File: src/rtl/regfile_dump_sequencer_if.sv
// Handshake/bus bundle between the dump sequencer, the register file read ports and the word consumer.
// Latency: none (wires only).
// Backpressure: carried by out_valid/out_ready; the master holds a word until it is accepted.
interface regfile_dump_sequencer_if #(
  parameter int DATA_W = 32,
  parameter int ADDR_W = 5
);
  logic              start;
  logic [ADDR_W-1:0] first_reg;
  logic [ADDR_W-1:0] last_reg;
  logic [ADDR_W-1:0] read_register1;
  logic [ADDR_W-1:0] read_register2;
  logic [DATA_W-1:0] read_data1;
  logic [DATA_W-1:0] read_data2;
  logic              out_valid;
  logic              out_ready;
  logic [ADDR_W-1:0] out_reg;
  logic [DATA_W-1:0] out_data;
  logic              busy;
  logic              done;
  logic [DATA_W-1:0] checksum;

  // Sequencer side
  modport master (
    input  start, first_reg, last_reg, read_data1, read_data2, out_ready,
    output read_register1, read_register2, out_valid, out_reg, out_data,
           busy, done, checksum
  );

  // Requester / register file / consumer side
  modport slave (
    output start, first_reg, last_reg, read_data1, read_data2, out_ready,
    input  read_register1, read_register2, out_valid, out_reg, out_data,
           busy, done, checksum
  );
endinterface

File: src/rtl/regfile_dump_sequencer.sv
// Walks a register range two at a time on the file's two read ports and streams each value with a running checksum.
// Latency: Start edge to first word valid = 2 cycles; 3 cycles per register pair with the consumer always ready.
// Backpressure: a word is held stable on out_valid until out_ready accepts it; no reads are issued while stalled.
module regfile_dump_sequencer #(
  parameter int DATA_W = 32,
  parameter int ADDR_W = 5
) (
  input logic                     i_clk,
  input logic                     i_rst,
  regfile_dump_sequencer_if.master io_bus
);

  typedef enum logic [2:0] {
    S_IDLE,
    S_READ,
    S_EMIT_A,
    S_EMIT_B,
    S_FINISH
  } state_t;

  state_t            r_state;
  state_t            w_next_state;
  logic [ADDR_W-1:0] r_cur;
  logic [ADDR_W-1:0] r_last;
  logic [DATA_W-1:0] r_hold_a;
  logic [DATA_W-1:0] r_hold_b;
  logic [DATA_W-1:0] r_checksum;
  logic [ADDR_W-1:0] r_rd1;
  logic [ADDR_W-1:0] r_rd2;

  logic [ADDR_W-1:0] w_cur_p1;
  logic              w_accept;
  logic              w_out_valid;
  logic [ADDR_W-1:0] w_out_reg;
  logic [DATA_W-1:0] w_out_data;
  logic              w_busy;
  logic              w_done;

  // cur+1 wraps at 5 bits; the last-register compare stops the walk before a wrapped index is emitted
  assign w_cur_p1 = r_cur + ADDR_W'(1);
  assign w_accept = w_out_valid & io_bus.out_ready;

  // State register
  always_ff @(posedge i_clk or posedge i_rst) begin
    if (i_rst) r_state <= S_IDLE;
    else       r_state <= w_next_state;
  end

  // Next-state and state-decoded outputs
  always_comb begin
    w_next_state = r_state;
    w_out_valid  = 1'b0;
    w_out_reg    = '0;
    w_out_data   = '0;
    w_busy       = 1'b0;
    w_done       = 1'b0;
    case (r_state)
      S_IDLE: begin
        if (io_bus.start) begin
          w_next_state = (io_bus.first_reg <= io_bus.last_reg) ? S_READ : S_FINISH;
        end
      end
      S_READ: begin
        w_busy       = 1'b1;
        w_next_state = S_EMIT_A;
      end
      S_EMIT_A: begin
        w_busy      = 1'b1;
        w_out_valid = 1'b1;
        w_out_reg   = r_cur;
        w_out_data  = r_hold_a;
        if (w_accept) w_next_state = (r_cur == r_last) ? S_FINISH : S_EMIT_B;
      end
      S_EMIT_B: begin
        w_busy      = 1'b1;
        w_out_valid = 1'b1;
        w_out_reg   = w_cur_p1;
        w_out_data  = r_hold_b;
        if (w_accept) w_next_state = (w_cur_p1 == r_last) ? S_FINISH : S_READ;
      end
      S_FINISH: begin
        w_done       = 1'b1;
        w_next_state = S_IDLE;
      end
      default: w_next_state = S_IDLE;
    endcase
  end

  // Datapath: range latch, read addresses (loaded on entry to READ), hold registers, checksum
  always_ff @(posedge i_clk or posedge i_rst) begin
    if (i_rst) begin
      r_cur      <= '0;
      r_last     <= '0;
      r_hold_a   <= '0;
      r_hold_b   <= '0;
      r_checksum <= '0;
      r_rd1      <= '0;
      r_rd2      <= '0;
    end else begin
      case (r_state)
        S_IDLE: begin
          if (io_bus.start) begin
            r_cur      <= io_bus.first_reg;
            r_last     <= io_bus.last_reg;
            r_checksum <= '0;
            if (io_bus.first_reg <= io_bus.last_reg) begin
              r_rd1 <= io_bus.first_reg;
              r_rd2 <= io_bus.first_reg + ADDR_W'(1);
            end
          end
        end
        S_READ: begin
          r_hold_a <= io_bus.read_data1;
          r_hold_b <= io_bus.read_data2;
        end
        S_EMIT_A: begin
          if (w_accept) r_checksum <= r_checksum + r_hold_a;
        end
        S_EMIT_B: begin
          if (w_accept) begin
            r_checksum <= r_checksum + r_hold_b;
            if (w_cur_p1 != r_last) begin
              r_cur <= r_cur + ADDR_W'(2);
              r_rd1 <= r_cur + ADDR_W'(2);
              r_rd2 <= r_cur + ADDR_W'(3);
            end
          end
        end
        default: ;
      endcase
    end
  end

  assign io_bus.read_register1 = r_rd1;
  assign io_bus.read_register2 = r_rd2;
  assign io_bus.out_valid      = w_out_valid;
  assign io_bus.out_reg        = w_out_reg;
  assign io_bus.out_data       = w_out_data;
  assign io_bus.busy           = w_busy;
  assign io_bus.done           = w_done;
  assign io_bus.checksum       = r_checksum;

endmodule

File: src/flat_wrapper.sv
// flat-port wrapper written by rule: the top's interface ports become plain ports
module regfile_dump_sequencer_flat 
#(
  parameter int DATA_W = 32,
  parameter int ADDR_W = 5
)
  (i_clk, i_rst, io_bus_start, io_bus_first_reg, io_bus_last_reg, io_bus_read_data1, io_bus_read_data2, io_bus_out_ready, io_bus_read_register1, io_bus_read_register2, io_bus_out_valid, io_bus_out_reg, io_bus_out_data, io_bus_busy, io_bus_done, io_bus_checksum);
  regfile_dump_sequencer_if #(.DATA_W(DATA_W), .ADDR_W(ADDR_W)) io_bus_i ();
  input logic i_clk;
  input logic i_rst;
  input wire logic [$bits(io_bus_i.start)-1:0] io_bus_start;
  input wire logic [$bits(io_bus_i.first_reg)-1:0] io_bus_first_reg;
  input wire logic [$bits(io_bus_i.last_reg)-1:0] io_bus_last_reg;
  input wire logic [$bits(io_bus_i.read_data1)-1:0] io_bus_read_data1;
  input wire logic [$bits(io_bus_i.read_data2)-1:0] io_bus_read_data2;
  input wire logic [$bits(io_bus_i.out_ready)-1:0] io_bus_out_ready;
  output wire logic [$bits(io_bus_i.read_register1)-1:0] io_bus_read_register1;
  output wire logic [$bits(io_bus_i.read_register2)-1:0] io_bus_read_register2;
  output wire logic [$bits(io_bus_i.out_valid)-1:0] io_bus_out_valid;
  output wire logic [$bits(io_bus_i.out_reg)-1:0] io_bus_out_reg;
  output wire logic [$bits(io_bus_i.out_data)-1:0] io_bus_out_data;
  output wire logic [$bits(io_bus_i.busy)-1:0] io_bus_busy;
  output wire logic [$bits(io_bus_i.done)-1:0] io_bus_done;
  output wire logic [$bits(io_bus_i.checksum)-1:0] io_bus_checksum;
  assign io_bus_i.start = io_bus_start;
  assign io_bus_i.first_reg = io_bus_first_reg;
  assign io_bus_i.last_reg = io_bus_last_reg;
  assign io_bus_i.read_data1 = io_bus_read_data1;
  assign io_bus_i.read_data2 = io_bus_read_data2;
  assign io_bus_i.out_ready = io_bus_out_ready;
  assign io_bus_read_register1 = io_bus_i.read_register1;
  assign io_bus_read_register2 = io_bus_i.read_register2;
  assign io_bus_out_valid = io_bus_i.out_valid;
  assign io_bus_out_reg = io_bus_i.out_reg;
  assign io_bus_out_data = io_bus_i.out_data;
  assign io_bus_busy = io_bus_i.busy;
  assign io_bus_done = io_bus_i.done;
  assign io_bus_checksum = io_bus_i.checksum;
  regfile_dump_sequencer #(.DATA_W(DATA_W), .ADDR_W(ADDR_W)) u_core (.i_clk(i_clk), .i_rst(i_rst), .io_bus(io_bus_i));
endmodule
File: config.mk
export PLATFORM = sky130hd
export DESIGN_NAME = regfile_dump_sequencer_flat
export DESIGN_NICKNAME = d
export VERILOG_FILES = /design/src/rtl/regfile_dump_sequencer_if.sv /design/src/rtl/regfile_dump_sequencer.sv /design/src/flat_wrapper.sv
export SDC_FILE = /design/constraint.sdc
export NUM_CORES = 1
export LEC_CHECK = 0
export ABC_CLOCK_PERIOD_IN_PS = 4500
export CAP_MARGIN = 5
export CORE_ASPECT_RATIO = 0.9
export CORE_MARGIN = 3
export CORE_UTILIZATION = 35
export DETAILED_ROUTE_END_ITERATION = 10
export PLACE_DENSITY = 0.57
export SLEW_MARGIN = 10
export SYNTH_ARGS = -nofsm -noshare
export SYNTH_HDL_FRONTEND = slang
export SYNTH_SLANG_ARGS = --single-unit
File: constraint.sdc
create_clock -name i_clk -period 4.5 [get_ports i_clk]
set_input_delay 0.45 -clock i_clk [delete_from_list [all_inputs] [get_ports i_clk]]
set_output_delay 0.45 -clock i_clk [all_outputs]
set_load 0.02 [all_outputs]
==> impl_metrics.env <==
export IMPL_synthArstFlopShare_pct=100
export IMPL_fp_dieArea_um2=24400
export IMPL_syn_area_per_cell_um2=10.2
export IMPL_setup_slack_ps=736
export IMPL_r2r_setup_slack_ps=740
export IMPL_die_h_um=148
export IMPL_drv_slew=0
export IMPL_vias_per_cell=5.20
export IMPL_instances_no_fill=1221
export IMPL_synthCells=774
export IMPL_placementRows=51
export IMPL_grt_max_degree=65
export IMPL_final_nets=1044
export IMPL_yosys_top_cells_count="dfrtp_1, mux2_2, nor2_1, nand2_1, ha_1"
export IMPL_pre_cts_ws_ps=751
export IMPL_status="completed"
export IMPL_yosysTopAreaCell="dfrtp_1"
export IMPL_leakagePower_uw=0.00444
export IMPL_pin_count=160
export IMPL_cts_max_level=4
export IMPL_r2r_end="u_core.io_bus.checksum[29]"
export IMPL_p_per_area_nw_per_um2=920
export IMPL_synth_seq_area_share_pct=37.8
export IMPL_synthMostInstantiatedCell="dfrtp_1"
export IMPL_synth_fp_nets=901
export IMPL_drc=0
export IMPL_min_path_cells=1
export IMPL_synth_top_cell_area_share_pct=37.8
export IMPL_met3_usage_pct=5.15
export IMPL_fin_crit_ps=3760
export IMPL_grt_overflow=0
export IMPL_cts_tree="yes"
export IMPL_worstHoldPathType="flip-flop to flip-flop"
export IMPL_finalCritPeriodShare_pct=83.6
export IMPL_grt_use_met2_pct=27.7
export IMPL_antenna_found_initial=1
export IMPL_cts_root_buf="clkbuf_16"
export IMPL_r2r_start="u_core.r_state[2]"
export IMPL_worst_ep_required_time_ps=4810
export IMPL_setup_viol=0
export IMPL_synth_edff_count=0
export IMPL_ys_ff_latch=119
export IMPL_hold_end="u_core.io_bus.read_register1[1]"
export IMPL_grt_usage_pct=18.6
export IMPL_top_usage_layer="met2"
export IMPL_path_class="flip-flop to flip-flop"
export IMPL_cts_made_buffers=17
export IMPL_dp_cells=1189
export IMPL_cts_hold_buf=0
export IMPL_drive_gt1_share_pct=18.6
export IMPL_startpoint_type="flip-flop"
export IMPL_die_width_um=164
export IMPL_antenna_cells=0
export IMPL_port_buffers=159
export IMPL_synth_area_leaders="dfrtp_1, mux2_2, ha_1"
export IMPL_gp_congestion=0.845
export IMPL_post_cts_buffers=0
export IMPL_reg2regPathDepth=12
export IMPL_placed_cell_area_um2=9730
export IMPL_grt_pass1_vias=6421
export IMPL_ys_flop_type="dfrtp_1"
export IMPL_crit_path_end_kind="flip-flop"
export IMPL_post_route_cell_area_um2=10400
export IMPL_gr_usage_met1_pct=26.3
export IMPL_final_hold_viol_count=0
export IMPL_worstMarginPinSlew_ps=819
export IMPL_worstPathArrival_ps=4070
export IMPL_rsz0062_at_grt="no"
export IMPL_start_util_pct=36.0
export IMPL_clkLatencyLatePin_ps=430
export IMPL_p_total_uw=9530
export IMPL_clk_pin_slew_ps=60
export IMPL_cp_max_fo=17
export IMPL_wl_per_cell_um=18.1
export IMPL_drt_iter0_markers=439
export IMPL_areaGrowthSynthToFinish_pct=31.3
export IMPL_setup_tns_final_ps=0
export IMPL_core_area_um2=21900
export IMPL_maxCapViolations=0
export IMPL_post_cts_resized=0
export IMPL_min_delay_start="u_core.io_bus.read_register1[1]"
export IMPL_dp_hpwl_um=15700
export IMPL_clockBufferDepth=2
export IMPL_clkSinkCount=119
export IMPL_drtAntennaViolNets=0
export IMPL_max_freq_mhz=266
export IMPL_yosysUniqueCellTypes=74
export IMPL_peakVddDrop_v=0.000325
export IMPL_relSlewSlack_pct=45.4
export IMPL_grt_pass1_wl_um=35600
export IMPL_drt_pass1_iter_count=5
export IMPL_num_vias=6346
export IMPL_drt_wl_total_um=22100
export IMPL_clock_skew_ps=10.2
export IMPL_syn_area_um2=7890
export IMPL_yosysWarnings=0
-- worst max-delay path: stages, from the launching register on --
cell and delay (ps):
dfrtp_1 610, nand3b_2 240, buf_4 280, mux2_2 390
ha_1 300, a21o_1 190, a221oi_2 360, o21ai_1 210
a21oi_1 280, a21oi_1 180, o21ai_0 340, a211o_1 180
nand3_1 60
-- cell usage in the layout (no fill, tap or decap), drive strengths merged, types with 5 or more instances in the layout --
cell type,instances
nand2,56
nand3,17
buf,9
a21oi,36
mux2i,42
dfrtp,119
xnor2,17
nand4,11
nand2b,6
a211oi,5
xor2,24
mux2,107
clkdlybuf4s50,159
a21o,20
a31oi,5
clkbuf,20
nor2,61
o21a,9
inv,21
ha,48
clkinv,6
and2,5
nor3,8
o21ai,46
nor2b,8
-- power by group --
| group | switching (uW) | total (uW) | internal, uW |
|---|---|---|---|
| Sequential | 495 | 2110 | 1610 |
| Combinational | 3170 | 5960 | 2790 |
| Clock | 526 | 1470 | 940 |
| Total | 4190 | 9530 | 5340 |
-- layout make-up --
type	instances	area, um2
repair buffers	168	1670
clock buffers	20	447
flip-flops and latches	119	2980
well taps	291	364
fillers	2074	11500
multi-input cells	590	4640
clock inverters	12	176
inverters	21	81.3
-- kinds of logic after synthesis --
| family | count (synthesis) | synth area share [%] |
|---|---|---|
| multiplexers | 149 | 20.8 |
| flip-flops | 119 | 37.8 |
| buffers and inverters | 65 | 3.60 |
| AND/OR/NAND/NOR | 193 | 11.6 |
| XOR/XNOR | 41 | 4.65 |
| adder cells (fa/ha/maj) | 49 | 7.87 |
| AO/OA/AOI/OAI | 158 | 13.7 |
-- per-layer routing --
layer / share of wire [%] / up-vias / routed length, um
li1: - / 3083 / -
met1: 49 / 3062 / 10800
met2: 43 / 174 / 9510
met3: 6.5 / 25 / 1430
met4: 1.6 / 2 / 350
met5: 0.090 / - / 20
-- worst max-delay path by stage --
stage                     slack (ps)  depth (start not counted)         startpoint                    endpoint
final                            740                         12  u_core.r_state[2]  u_core.io_bus.checksum[29]
after global placement           830                         12  u_core.r_state[2]  u_core.io_bus.checksum[30]
after floorplan                  890                          1              i_rst   u_core.io_bus.checksum[0]
after CTS                        730                         12  u_core.r_state[2]  u_core.io_bus.checksum[30]
after global routing             460                         12  u_core.r_state[2]  u_core.io_bus.checksum[30]
after detailed placement         750                         12  u_core.r_state[2]  u_core.io_bus.checksum[30]
-- state kept, by name, indices dropped and copies added, names as in the netlist --
name	flops
u_core.io_bus.read_register1	5
u_core.io_bus.checksum	32
u_core.io_bus.read_register2	5
u_core.r_hold_b	32
u_core.r_last	5
u_core.r_state	3
u_core.r_hold_a	32
u_core.r_cur	5
-- through the flow --
stage / hold WS, ps / util [%]
floorplan: 497 / -
global placement: 477 / 44.5
detailed placement: 487 / 44.5
CTS: 500 / 47.3
global route: 528 / 47.3
finish: 492 / 47.3
No activity file was read; power rests on OpenSTA's default activity.
